`src/rtl/pattern_serializer_if.sv`:
```
// Parallel-load / serial-out bus between a pattern source and pattern_serializer.
// master drives the pattern request; slave (the serializer) drives the serial line and status.
interface pattern_serializer_if #(
  parameter int unsigned WIDTH = 8,
  parameter int unsigned LEN_W = 4
);
  logic             load;
  logic [WIDTH-1:0] din;
  logic [LEN_W-1:0] len;
  logic             rpt;
  logic             x;
  logic             x_valid;
  logic             busy;
  logic             done;
  logic             err;

  modport master (
    output load, din, len, rpt,
    input  x, x_valid, busy, done, err
  );

  modport slave (
    input  load, din, len, rpt,
    output x, x_valid, busy, done, err
  );
endinterface

```
`src/rtl/pattern_serializer.sv`:
```
// Loads a parallel pattern and shifts it out MSB-first on x, one bit every DIV clocks,
// optionally repeating the word back-to-back while rpt is high at each word boundary.
module pattern_serializer #(
  parameter int unsigned WIDTH = 8,
  parameter int unsigned LEN_W = 4,
  parameter int unsigned DIV   = 1
) (
  input logic                 clk,
  input logic                 init,
  pattern_serializer_if.slave bus
);

  localparam int unsigned      DivW    = (DIV > 1) ? $clog2(DIV) : 1;
  localparam logic [LEN_W-1:0] WidthL  = LEN_W'(WIDTH);
  localparam logic [DivW-1:0]  DivLast = DivW'(DIV - 1);

  typedef enum logic [1:0] {
    StIdle  = 2'd0,
    StShift = 2'd1,
    StDone  = 2'd2
  } state_e;

  state_e           state_q, state_d;
  logic [WIDTH-1:0] shreg_q, shreg_d;
  logic [WIDTH-1:0] save_q, save_d;
  logic [LEN_W-1:0] len_s_q, len_s_d;
  logic [LEN_W-1:0] bitcnt_q, bitcnt_d;
  logic [DivW-1:0]  divcnt_q, divcnt_d;
  logic             x_q, x_d;
  logic             x_valid_q, x_valid_d;
  logic             busy_q, busy_d;
  logic             done_q, done_d;
  logic             err_q, err_d;

  always_comb begin
    state_d   = state_q;
    shreg_d   = shreg_q;
    save_d    = save_q;
    len_s_d   = len_s_q;
    bitcnt_d  = bitcnt_q;
    divcnt_d  = divcnt_q;
    x_d       = x_q;
    x_valid_d = 1'b0;
    busy_d    = busy_q;
    done_d    = 1'b0;
    err_d     = 1'b0;

    unique case (state_q)
      StIdle: begin
        x_d    = 1'b0;
        busy_d = 1'b0;
        if (bus.load) begin
          if ((bus.len != '0) && (bus.len <= WidthL)) begin
            shreg_d  = bus.din;
            save_d   = bus.din;
            len_s_d  = bus.len;
            bitcnt_d = bus.len;
            divcnt_d = '0;
            busy_d   = 1'b1;
            state_d  = StShift;
          end else begin
            err_d = 1'b1;
          end
        end
      end

      StShift: begin
        divcnt_d = (divcnt_q == DivLast) ? '0 : divcnt_q + DivW'(1);
        if (divcnt_q == '0) begin
          if (bitcnt_q != '0) begin
            x_d       = shreg_q[WIDTH-1];
            x_valid_d = 1'b1;
            shreg_d   = {shreg_q[WIDTH-2:0], 1'b0};
            bitcnt_d  = bitcnt_q - LEN_W'(1);
          end else if (bus.rpt) begin
            // Word boundary in repeat mode: the reload edge already emits the first bit.
            x_d       = save_q[WIDTH-1];
            x_valid_d = 1'b1;
            shreg_d   = {save_q[WIDTH-2:0], 1'b0};
            bitcnt_d  = len_s_q - LEN_W'(1);
          end else begin
            x_d     = 1'b0;
            busy_d  = 1'b0;
            done_d  = 1'b1;
            state_d = StDone;
          end
        end
      end

      StDone: begin
        x_d     = 1'b0;
        busy_d  = 1'b0;
        state_d = StIdle;
      end

      default: begin
        x_d     = 1'b0;
        busy_d  = 1'b0;
        state_d = StIdle;
      end
    endcase
  end

  always_ff @(posedge clk) begin
    if (init) begin
      state_q   <= StIdle;
      shreg_q   <= '0;
      save_q    <= '0;
      len_s_q   <= '0;
      bitcnt_q  <= '0;
      divcnt_q  <= '0;
      x_q       <= 1'b0;
      x_valid_q <= 1'b0;
      busy_q    <= 1'b0;
      done_q    <= 1'b0;
      err_q     <= 1'b0;
    end else begin
      state_q   <= state_d;
      shreg_q   <= shreg_d;
      save_q    <= save_d;
      len_s_q   <= len_s_d;
      bitcnt_q  <= bitcnt_d;
      divcnt_q  <= divcnt_d;
      x_q       <= x_d;
      x_valid_q <= x_valid_d;
      busy_q    <= busy_d;
      done_q    <= done_d;
      err_q     <= err_d;
    end
  end

  assign bus.x       = x_q;
  assign bus.x_valid = x_valid_q;
  assign bus.busy    = busy_q;
  assign bus.done    = done_q;
  assign bus.err     = err_q;

endmodule
```
`src/flat_wrapper.sv`:
```
// flat-port wrapper written by rule: the top's interface ports become plain ports
module pattern_serializer_flat 
#(
  parameter int unsigned WIDTH = 8,
  parameter int unsigned LEN_W = 4,
  parameter int unsigned DIV   = 1
)
  (clk, init, bus_load, bus_din, bus_len, bus_rpt, bus_x, bus_x_valid, bus_busy, bus_done, bus_err);
  pattern_serializer_if #(.WIDTH(WIDTH), .LEN_W(LEN_W)) bus_i ();
  input logic clk;
  input logic init;
  input wire logic [$bits(bus_i.load)-1:0] bus_load;
  input wire logic [$bits(bus_i.din)-1:0] bus_din;
  input wire logic [$bits(bus_i.len)-1:0] bus_len;
  input wire logic [$bits(bus_i.rpt)-1:0] bus_rpt;
  output wire logic [$bits(bus_i.x)-1:0] bus_x;
  output wire logic [$bits(bus_i.x_valid)-1:0] bus_x_valid;
  output wire logic [$bits(bus_i.busy)-1:0] bus_busy;
  output wire logic [$bits(bus_i.done)-1:0] bus_done;
  output wire logic [$bits(bus_i.err)-1:0] bus_err;
  assign bus_i.load = bus_load;
  assign bus_i.din = bus_din;
  assign bus_i.len = bus_len;
  assign bus_i.rpt = bus_rpt;
  assign bus_x = bus_i.x;
  assign bus_x_valid = bus_i.x_valid;
  assign bus_busy = bus_i.busy;
  assign bus_done = bus_i.done;
  assign bus_err = bus_i.err;
  pattern_serializer #(.WIDTH(WIDTH), .LEN_W(LEN_W), .DIV(DIV)) u_core (.clk(clk), .init(init), .bus(bus_i));
endmodule
```
`config.mk`:
```
export PLATFORM = sky130hd
export DESIGN_NAME = pattern_serializer_flat
export DESIGN_NICKNAME = d
export VERILOG_FILES = /design/src/rtl/pattern_serializer_if.sv /design/src/rtl/pattern_serializer.sv /design/src/flat_wrapper.sv
export SDC_FILE = /design/constraint.sdc
export NUM_CORES = 1
export LEC_CHECK = 0
export BUFFER_PORTS_ARGS = -buffer_cell sky130_fd_sc_hd__buf_2
export CELL_PAD_IN_SITES_DETAIL_PLACEMENT = 2
export CELL_PAD_IN_SITES_GLOBAL_PLACEMENT = 2
export CORE_MARGIN = 2
export CORE_UTILIZATION = 30
export DETAILED_ROUTE_END_ITERATION = 6
export GPL_TIMING_DRIVEN = 0
export PLACE_DENSITY_LB_ADDON = 0.1
export SETUP_SLACK_MARGIN = 0.2
export SLEW_MARGIN = 15
export SYNTH_ARGS = -nofsm -noshare
export SYNTH_HDL_FRONTEND = slang
export SYNTH_SLANG_ARGS = --single-unit
```
`constraint.sdc`:
```
create_clock -name clk -period 1.6 [get_ports clk]
set_input_delay 0.24 -clock clk [delete_from_list [all_inputs] [get_ports clk]]
set_output_delay 0.24 -clock clk [all_outputs]
set_load 0.01 [all_outputs]
```
==> results.cfg, run 1 <==
[run_status]
status = finished with violations
violations = setup timing

[clock_tree]
cts_root_buf = clkbuf_8
htree_levels = 2
cts_buffers = 5
worstSkewPairLatency_ns = 0.31
cts.sinks = 31
clk_pin_slew_ns = 0.09
cts_tree = done
holdBufCountCts = 0
cts.path.max_buffers = 2

[sta]
setup_viol_count_final = 21
final_hold_viol_count = 0
maxSlewViolCount = 0
worst_pin_slew_ns = 0.853
slew_headroom = 0.431
finalCritPeriodShare = 1.20
rsz0062_at_grt = true
skew_ns = 0.0141
fin_crit_ns = 1.92
tns_ns = -3.44
fin_ws_ns = -0.323
fmax_ghz = 0.520

[setup_path]
rr_endpoint = u_core.shreg_q[7]$_SDFFE_PP0P_
required_ns = 1.83
worstSetupPathType = flop to flop
cp_top_family = simple AND/OR/NAND/NOR gates
worstSetupEndpointType = flop
cp_cell_sequence = or4_4 -> buf_6 -> buf_12 -> mux2i_2 -> a221o_1 -> a21oi_2
worstRegToRegCells = 6
critPathMaxFanout = 7
crit_buf_inv = 2
rrSetupSlack_ns = -0.32
cpPeakStageDelay_ns = 0.54
critPathLaunchType = flop
crit_arrival_ns = 2.16
r2r-start = u_core.bitcnt_q[3]$_SDFFE_PP0P_
crit_slowest_cell = or4_4

[hold_path]
hp-class = input port to flop
holdCritStartpoint = bus_din[1]
hold_path_end = u_core.save_q[1]$_SDFFE_PP0P_
hold_path_depth = 3

[floorplan]
initial_core_util = 0.312
die_y_microns = 74.1
core_sq_um = 4720
design.die.area_sq_um = 5490
die_w_microns = 74.1
pin_count = 21
rows = 25

[global_route]
grt.overflow.total = 0
antenna_found_initial = 0
grt_pass1_wl_mm = 10.7
grt_max_degree = 11
first_global_vias = 1810
grt_use_total = 0.278

[placement]
dp_slack_ns = -0.499
place.detailed.hpwl_mm = 3.57
place.port_buffers = 19
gp_congestion = 0.810

[power_and_ir_drop]
ir_worst_vdd_mv = 0.544
powerDensity_nw_per_um2 = 1070
p_leak_nw = 0.944
power.total_mw = 2.63

[synth]
ys_types = 41
synth_warnings = 0
yosysMostFrequentCell = nand2_1
postSynth.asyncResetShare = 0
synth_area_sq_um = 1480
postSynthAreaPerCell_sq_um = 8.53
netlist_instances = 173
yosys.area.top_type = dfxtp_1
ys.flop_type = dfxtp_1
synth_nets = 190
ys_ff_latch = 31
synth_edf_count = 0
synth_common_cells = nand2_1, dfxtp_1, a21oi_1, nor2_1, nand3_1
synth_seq_area_share = 0.421
synth_area_leaders = dfxtp_1, nand2_1, a21oi_1, buf_6, nand3_1
synth_top_area_share = 0.421

[finish]
antenna_cells = 0
final_layout_size_suffix_gt1_frac = 0.579
finalNetCount = 244
fill_cells = 486
syn2layout_area_growth_pct = 66.8
regArea_sq_um = 634
multi_input_area_sq_um = 1060

[detailed_routing]
wl_per_cell_microns = 25.3
drt_iter0_drc = 78
drc = 0
routed_via_density = 5.53
final_antenna_net_count = 0
wl_mm = 7.45
first_pass_iters = 4
via_count = 1632

[flow_run]
maxCapViolCount = 0
[cell type report]
type	instances	share of cell area
plain buffers	12	0.0615
repair buffers	47	0.165
multi-input cells	129	0.432
well taps	67	0.0341
flip-flops and latches	31	0.258
inverters	1	0.00153
clock inverters	2	0.0142
clock buffers	6	0.0336
[metal layers]
metal	track usage	vias up	part of all wire
li1	-	731	-
met1	0.333	831	0.41
met2	0.490	50	0.52
met3	0.0528	20	0.038
met4	0.109	0	0.032
met5	0	-	0
[stage by stage]
step / util / instances / cell area (sq um) / hold WS, ns
final: 0.521 / 295 / 2460 / 0.191
after global routing: 0.521 / 295 / 2460 / 0.204
after CTS: 0.486 / 291 / 2290 / 0.200
after detailed placement: 0.371 / 259 / 1750 / 0.455
after global placement: 0.371 / 259 / 1750 / 0.445
after floorplan: - / 173 / 1570 / 0.319
[power breakdown]
part	internal, mW	leakage (nW)	switching [mW]
combinational	0.411	0.626	0.445
sequential	0.830	0.256	0.0674
clock	0.505	0.0612	0.372
total	1.75	0.944	0.884
[cells in the final DEF (no fill, tap or decap), types with 3 or more instances in the layout]
master / Yosys / layout
a221o_1: 4 / 4
buf_4: 0 / 20
dfxtp_1: 31 / 26
nand3_1: 9 / 5
nor3_1: 5 / 3
buf_6: 5 / 5
dfxtp_4: 0 / 3
a21oi_2: 2 / 16
a21oi_1: 20 / 5
clkbuf_8: 0 / 6
nand2_2: 0 / 12
buf_12: 0 / 5
nand2_4: 1 / 6
nor2_1: 12 / 11
mux2i_1: 4 / 3
nand2_1: 37 / 20
a31oi_1: 3 / 3
buf_2: 3 / 20
[flip-flops by register name, indices dropped and copies added (netlist names)]
| register | count |
|---|---|
| u_core.bitcnt_q | 4 |
| u_core.bus.busy | 1 |
| u_core.bus.done | 1 |
| u_core.bus.err | 1 |
| u_core.bus.x | 1 |
| u_core.bus.x_valid | 1 |
| u_core.len_s_q | 4 |
| u_core.save_q | 8 |
| u_core.shreg_q | 8 |
| u_core.state_q | 2 |
[worst min-delay path: stages]
cell	delay [ns]
buf_2	0.11
nand2_1	0.05
a21oi_1	0.05
[what timing repair did]
item	4_1_cts	5_1_grt
resized for setup	44	38
pin swaps	17	11
endpoints found under the setup margin	29	30
setup buffers	21	4
cloned	3	0
[how the worst max path moves through the flow]
stage / start / endpoint / slack [ns] / cells after the start
2_1_floorplan: u_core.bitcnt_q[3]$_SDFFE_PP0P_ / u_core.bitcnt_q[1]$_SDFFE_PP0P_ / -0.09 / 6
3_3_place_gp: u_core.bitcnt_q[0]$_SDFFE_PP0P_ / u_core.bitcnt_q[2]$_SDFFE_PP0P_ / -0.39 / 5
3_5_place_dp: u_core.bitcnt_q[0]$_SDFFE_PP0P_ / u_core.bitcnt_q[2]$_SDFFE_PP0P_ / -0.50 / 5
4_1_cts: u_core.bitcnt_q[1]$_SDFFE_PP0P_ / u_core.bitcnt_q[3]$_SDFFE_PP0P_ / -0.21 / 6
5_1_grt: u_core.bitcnt_q[3]$_SDFFE_PP0P_ / u_core.shreg_q[7]$_SDFFE_PP0P_ / -0.34 / 6
6_report: u_core.bitcnt_q[3]$_SDFFE_PP0P_ / u_core.shreg_q[7]$_SDFFE_PP0P_ / -0.32 / 6
[logic make-up (layout without fill, tap and decap cells)]
group                      after synthesis  count (layout)  synth area share
and+or+nand+nor                         76              76             0.237
AOI/OAI and AO/OA                       47              47             0.239
DFF                                     31              31             0.421
buffers and inverters                   13              68            0.0619
muxes                                    4               4            0.0271
adders and majority gates                1               1           0.00848
xor gates and xnor gates                 1               1           0.00594
(Power assumes the default switching activity.)
==> run 2: changes to the inputs <==
--- a/config.mk
+++ b/config.mk
@@ -9,12 +9,12 @@
 export CELL_PAD_IN_SITES_DETAIL_PLACEMENT = 2
 export CELL_PAD_IN_SITES_GLOBAL_PLACEMENT = 2
 export CORE_MARGIN = 2
-export CORE_UTILIZATION = 30
+export CORE_UTILIZATION = 35
 export DETAILED_ROUTE_END_ITERATION = 6
 export GPL_TIMING_DRIVEN = 0
 export PLACE_DENSITY_LB_ADDON = 0.1
 export SETUP_SLACK_MARGIN = 0.2
-export SLEW_MARGIN = 15
+export SLEW_MARGIN = 20
 export SYNTH_ARGS = -nofsm -noshare
 export SYNTH_HDL_FRONTEND = slang
 export SYNTH_SLANG_ARGS = --single-unit
==> constraint.sdc (replaced) <==
create_clock -name clk -period 2.4 [get_ports clk]
set_input_delay 0.36 -clock clk [delete_from_list [all_inputs] [get_ports clk]]
set_output_delay 0.36 -clock clk [all_outputs]
set_load 0.01 [all_outputs]
==> run 2 against run 1 <==
Net effect:
- the run now ends clean
- flip-flop and latch count stayed put
- via count is 16% lower
- worst hold slack gained 0.13 ns
- setup slack better by 0.72 ns
- utilization fell by 9.4 points
- critical path depth shrank 1
- design area decreased by 30%
- count of clock-buffer cells in the layout is 1 higher
- non-clock buffer count shrank 28
- clock skew shrank 0.0094 ns
- highest routed layer unchanged
==> results.cfg, run 2 (same netlist as run 1, synthesis figures left out) <==
[sta]
worst_pin_slew_ns = 0.659
maxSlewViolCount = 0
setup_viol_count_final = 0
fin_ws_ns = 0.399
final_hold_viol_count = 0
holdWs_ns = 0.325
tns_ns = 0
finalCritPeriodShare = 0.834
fin_crit_ns = 2.00
skew_ns = 0.00475
slew_headroom = 0.561
fmax_ghz = 0.500
rsz0062_at_grt = false

[detailed_routing]
final_antenna_net_count = 0
routed_via_density = 5.50
via_count = 1375
wl_mm = 4.75
first_pass_iters = 4
drc = 0
wl_per_cell_microns = 19.0
drt_iter0_drc = 61

[finish]
finish.utilization = 0.427
finalNetCount = 216
fill_cells = 476
most-common-layout-cells = nand2_1, dfxtp_1, buf_2
reg_top3 = u_core.save_q x8, u_core.shreg_q x8
final_common_cell = nand2_1
final_layout_size_suffix_gt1_frac = 0.215
antenna_cells = 0
syn2layout_area_growth_pct = 16.6

[setup_path]
crit_slowest_cell = nor4_2
critPathLaunchType = flop
worstSetupPathType = flop to flop
required_ns = 2.61
worstRegToRegCells = 5
cp_top_family = simple AND/OR/NAND/NOR gates
cpPeakStageDelay_ns = 0.58
crit_arrival_ns = 2.21
rr_endpoint = u_core.bitcnt_q[2]$_SDFFE_PP0P_
rrSetupSlack_ns = 0.40
critPathMaxFanout = 7
cp_cell_sequence = nor4_2 -> a21oi_1 -> ha_1 -> or3_1 -> a41oi_2
r2r-start = u_core.bitcnt_q[0]$_SDFFE_PP0P_
worstSetupEndpointType = flop
crit_buf_inv = 0

[global_route]
grt_max_degree = 11
grt_use_total = 0.227
first_global_vias = 1496
antenna_found_initial = 0
grt.overflow.total = 0
grt_pass1_wl_mm = 7.59

[hold_path]
holdCritStartpoint = bus_din[7]
hold_path_depth = 3
hp-class = input port to flop
hold_path_end = u_core.save_q[7]$_SDFFE_PP0P_

[clock_tree]
htree_levels = 2
cts_tree = done
worstSkewPairLatency_ns = 0.29
cts.path.max_buffers = 2
cts_buffers = 5
cts_root_buf = clkbuf_8
cts.sinks = 31
post_cts_resized = 1
cts_setup_buffers = 0
clk_pin_slew_ns = 0.07
holdBufCountCts = 0

[floorplan]
design.die.area_sq_um = 4750
pin_count = 21
rows = 23
die_y_microns = 68.9
initial_core_util = 0.366
core_sq_um = 4030
die_w_microns = 68.9

[power_and_ir_drop]
p_leak_nw = 0.648
powerDensity_nw_per_um2 = 752
power.total_mw = 1.29
ir_worst_vdd_mv = 0.324

[placement]
place.detailed.hpwl_mm = 3.38
gp_congestion = 0.848
dp_slack_ns = 0.137
place.port_buffers = 19

[flow_run]
maxCapViolCount = 0

[run_status]
status = finished, final reports clean
run 2: per-layer routing:
layer | vias up | share of wire | GRT usage | wire length, microns
met1 | 682 | 0.46 | 0.268 | 2200
met4 | 0 | 0.012 | 0.0686 | 55
met2 | 16 | 0.50 | 0.404 | 2380
met5 | - | 0 | 0 | 0
li1 | 671 | - | - | -
met3 | 6 | 0.025 | 0.0536 | 120
run 2: cell type report:
cell class / instances / area, sq um / area share
inverters: 1 / 3.75 / 0.00218
multi-input cells: 129 / 769 / 0.447
clock inverters: 1 / 5.00 / 0.00291
well taps: 50 / 62.6 / 0.0364
flip-flops and latches: 31 / 621 / 0.361
plain buffers: 12 / 87.6 / 0.0509
repair buffers: 19 / 95.1 / 0.0553
clock buffers: 7 / 76.3 / 0.0444
run 2: worst max-delay path by stage:
stage	startpoint	to	slack [ns]	cells after the start
after floorplan	u_core.bitcnt_q[0]$_SDFFE_PP0P_	u_core.bitcnt_q[2]$_SDFFE_PP0P_	0.59	5
after global placement	u_core.bitcnt_q[1]$_SDFFE_PP0P_	u_core.bitcnt_q[2]$_SDFFE_PP0P_	0.12	5
after detailed placement	u_core.bitcnt_q[0]$_SDFFE_PP0P_	u_core.bitcnt_q[2]$_SDFFE_PP0P_	0.14	5
after CTS	u_core.bitcnt_q[0]$_SDFFE_PP0P_	u_core.bitcnt_q[2]$_SDFFE_PP0P_	0.38	5
after global routing	u_core.bitcnt_q[0]$_SDFFE_PP0P_	u_core.bitcnt_q[2]$_SDFFE_PP0P_	0.26	5
final	u_core.bitcnt_q[0]$_SDFFE_PP0P_	u_core.bitcnt_q[2]$_SDFFE_PP0P_	0.40	5
run 2: power by group:
group	internal [mW]	switching [mW]
clock	0.203	0.201
sequential	0.553	0.0339
combinational	0.121	0.183
run 2: worst register-to-register path, stage by stage, from the launching register on:
cell and delay (ns):
dfxtp_1 0.38, nor4_2 0.58, a21oi_1 0.16, ha_1 0.22
or3_1 0.40, a41oi_2 0.18
run 2: through the flow:
step,std cells,cell area [sq um]
final,250,1720
after global routing,250,1720
after CTS,250,1720
after detailed placement,242,1630
after global placement,242,1630
after floorplan,173,1480
==> run 3: changes to the inputs <==
--- a/config.mk
+++ b/config.mk
@@ -5,11 +5,12 @@
 export SDC_FILE = /design/constraint.sdc
 export NUM_CORES = 1
 export LEC_CHECK = 0
+export ABC_AREA = 1
 export BUFFER_PORTS_ARGS = -buffer_cell sky130_fd_sc_hd__buf_2
 export CELL_PAD_IN_SITES_DETAIL_PLACEMENT = 2
 export CELL_PAD_IN_SITES_GLOBAL_PLACEMENT = 2
 export CORE_MARGIN = 2
-export CORE_UTILIZATION = 35
+export CORE_UTILIZATION = 32
 export DETAILED_ROUTE_END_ITERATION = 6
 export GPL_TIMING_DRIVEN = 0
 export PLACE_DENSITY_LB_ADDON = 0.1
==> constraint.sdc (replaced) <==
create_clock -name clk -period 1.94 [get_ports clk]
set_input_delay 0.291 -clock clk [delete_from_list [all_inputs] [get_ports clk]]
set_output_delay 0.291 -clock clk [all_outputs]
set_load 0.01 [all_outputs]
==> run 3 against run 2 <==
Net effect:
- cell count up 8.0%
- sequential power up 23%
- critical path depth up 3
- die area up 9.0%
- setup slack better by 0.00074 ns
==> results.cfg, run 3 <==
[synth]
postSynth.asyncResetShare = 0
synth_warnings = 0
netlist_instances = 191
ys_ff_latch = 31
synth_top_area_share = 0.420
synth_nets = 208
synth_area_sq_um = 1480
yosysMostFrequentCell = nand2_1
synth_common_cells = nand2_1, dfxtp_1, a21oi_1, inv_1, o21ai_0
ys.flop_type = dfxtp_1
synth_area_leaders = dfxtp_1, nand2_1, a21oi_1, o21ai_0, a21oi_2
yosys.area.top_type = dfxtp_1
postSynthAreaPerCell_sq_um = 7.74
synth_edf_count = 0
ys_types = 30
synth_seq_area_share = 0.420

[global_route]
grt_pass1_wl_mm = 7.87
first_global_vias = 1640
grt.overflow.total = 0
grt_use_total = 0.201
grt_max_degree = 11
antenna_found_initial = 0

[sta]
tns_ns = 0
fin_crit_ns = 1.54
slew_headroom = 0.555
rsz0062_at_grt = false
maxSlewViolCount = 0
finalCritPeriodShare = 0.794
final_hold_viol_count = 0
skew_ns = 0.00582
fmax_ghz = 0.649
fin_ws_ns = 0.400
worst_pin_slew_ns = 0.668
holdWs_ns = 0.243
setup_viol_count_final = 0

[finish]
syn2layout_area_growth_pct = 16.3
finish.utilization = 0.389
final_layout_size_suffix_gt1_frac = 0.261
final_common_cell = nand2_1
fin_area_sq_um = 1720
finalNetCount = 234
antenna_cells = 0
reg_top3 = u_core.save_q x8, u_core.shreg_q x8
final_cells = 270
most-common-layout-cells = nand2_1, dfxtp_1, buf_2
fill_cells = 532

[setup_path]
crit_arrival_ns = 1.76
critPathMaxFanout = 5
rrSetupSlack_ns = 0.40
critPathLaunchType = flop
worstSetupPathType = flop to flop
worstSetupEndpointType = flop
worstRegToRegCells = 8
required_ns = 2.16

[clock_tree]
cts_root_buf = clkbuf_8
clk_pin_slew_ns = 0.07
cts_tree = done
cts.sinks = 31
worstSkewPairLatency_ns = 0.29
cts.path.max_buffers = 2
htree_levels = 2
cts_buffers = 5

[floorplan]
die_y_microns = 72.0
initial_core_util = 0.335
pin_count = 21
die_w_microns = 72.0
core_sq_um = 4410
design.die.area_sq_um = 5180
rows = 24

[hold_path]
hp-class = input port to flop
hold_path_depth = 2

[power_and_ir_drop]
ir_worst_vdd_mv = 0.286
p_leak_nw = 0.737
powerDensity_nw_per_um2 = 962
power.total_mw = 1.65

[detailed_routing]
first_pass_iters = 4
final_antenna_net_count = 0
wl_per_cell_microns = 17.0
drt_iter0_drc = 58
via_count = 1402
wl_mm = 4.60
routed_via_density = 5.19
drc = 0

[placement]
place_inst = 262
place.detailed.hpwl_mm = 3.40
place_area_sq_um = 1640
gp_congestion = 0.694
dp_slack_ns = 0.262
place.port_buffers = 19

[flow_run]
maxCapViolCount = 0

[run_status]
status = finished, final reports clean
==> run 3: cell count changes in the layout (fill, tap and decap cells not counted), moves of 3 or more <==
cell | before | now
a21oi_1 | 20 | 16
a21oi_2 | 2 | 8
a221o_1 | 4 | 0
inv_1 | 1 | 16
inv_2 | 0 | 5
mux2i_1 | 4 | 0
nand2_1 | 37 | 43
nor3_1 | 5 | 1
o211ai_1 | 1 | 4
o21ai_0 | 1 | 15
o21ai_1 | 0 | 6
o2bb2ai_1 | 3 | 0
==> run 3: area by class of cell <==
cell class              count  area, sq um  area share
multi-input cells         128          693       0.403
flip-flops and latches     31          621       0.361
repair buffers             19         95.1      0.0553
inverters                  23         91.3      0.0531
clock buffers               7         76.3      0.0444
plain buffers               9         72.6      0.0422
well taps                  52         65.1      0.0378
clock inverters             1         5.00     0.00291
==> run 3: worst max-delay path: stages, from the launching register on <==
cell and delay (ns):
dfxtp_1 0.35, nor2_4 0.19, nand3_1 0.10, nand2_1 0.10, inv_1 0.06, ha_1 0.29
o21ai_1 0.19, o21ai_2 0.09, a21oi_2 0.11
==> run 3: where the power goes <==
group	internal (mW)	total [mW]	switching [mW]	leakage, nW
clock network	0.252	0.501	0.250	0.0422
registers	0.691	0.723	0.0320	0.254
logic	0.147	0.429	0.281	0.440
total	1.09	1.65	0.563	0.737
==> run 3: per-layer routing <==
metal | vias up | track usage | part of all wire
li1 | 680 | - | -
met1 | 696 | 0.242 | 0.44
met2 | 19 | 0.363 | 0.52
met3 | 7 | 0.0417 | 0.028
met4 | 0 | 0.0503 | 0.011
met5 | - | 0 | 0
==> run 3: logic make-up after synthesis <==
group | share of synthesized area
fa+ha+maj | 0.00847
buf+inv | 0.111
simple gates | 0.228
compound gates | 0.233
flops | 0.420
==> run 3: final timing paths <==
path	start	to
worst min-delay path	bus_rpt	u_core.bus.done$_SDFF_PP0_
worst max register to register	u_core.bitcnt_q[2]$_SDFFE_PP0P_	u_core.bitcnt_q[1]$_SDFFE_PP0P_
worst min register to register	u_core.save_q[1]$_SDFFE_PP0P_	u_core.save_q[1]$_SDFFE_PP0P_
worst max-delay path	u_core.bitcnt_q[2]$_SDFFE_PP0P_	u_core.bitcnt_q[1]$_SDFFE_PP0P_
==> run 3: timing repair <==
action	CTS	global route
resized for setup	0	1
hold buffers	0	0
setup endpoints to repair	0	1
setup buffers	0	0
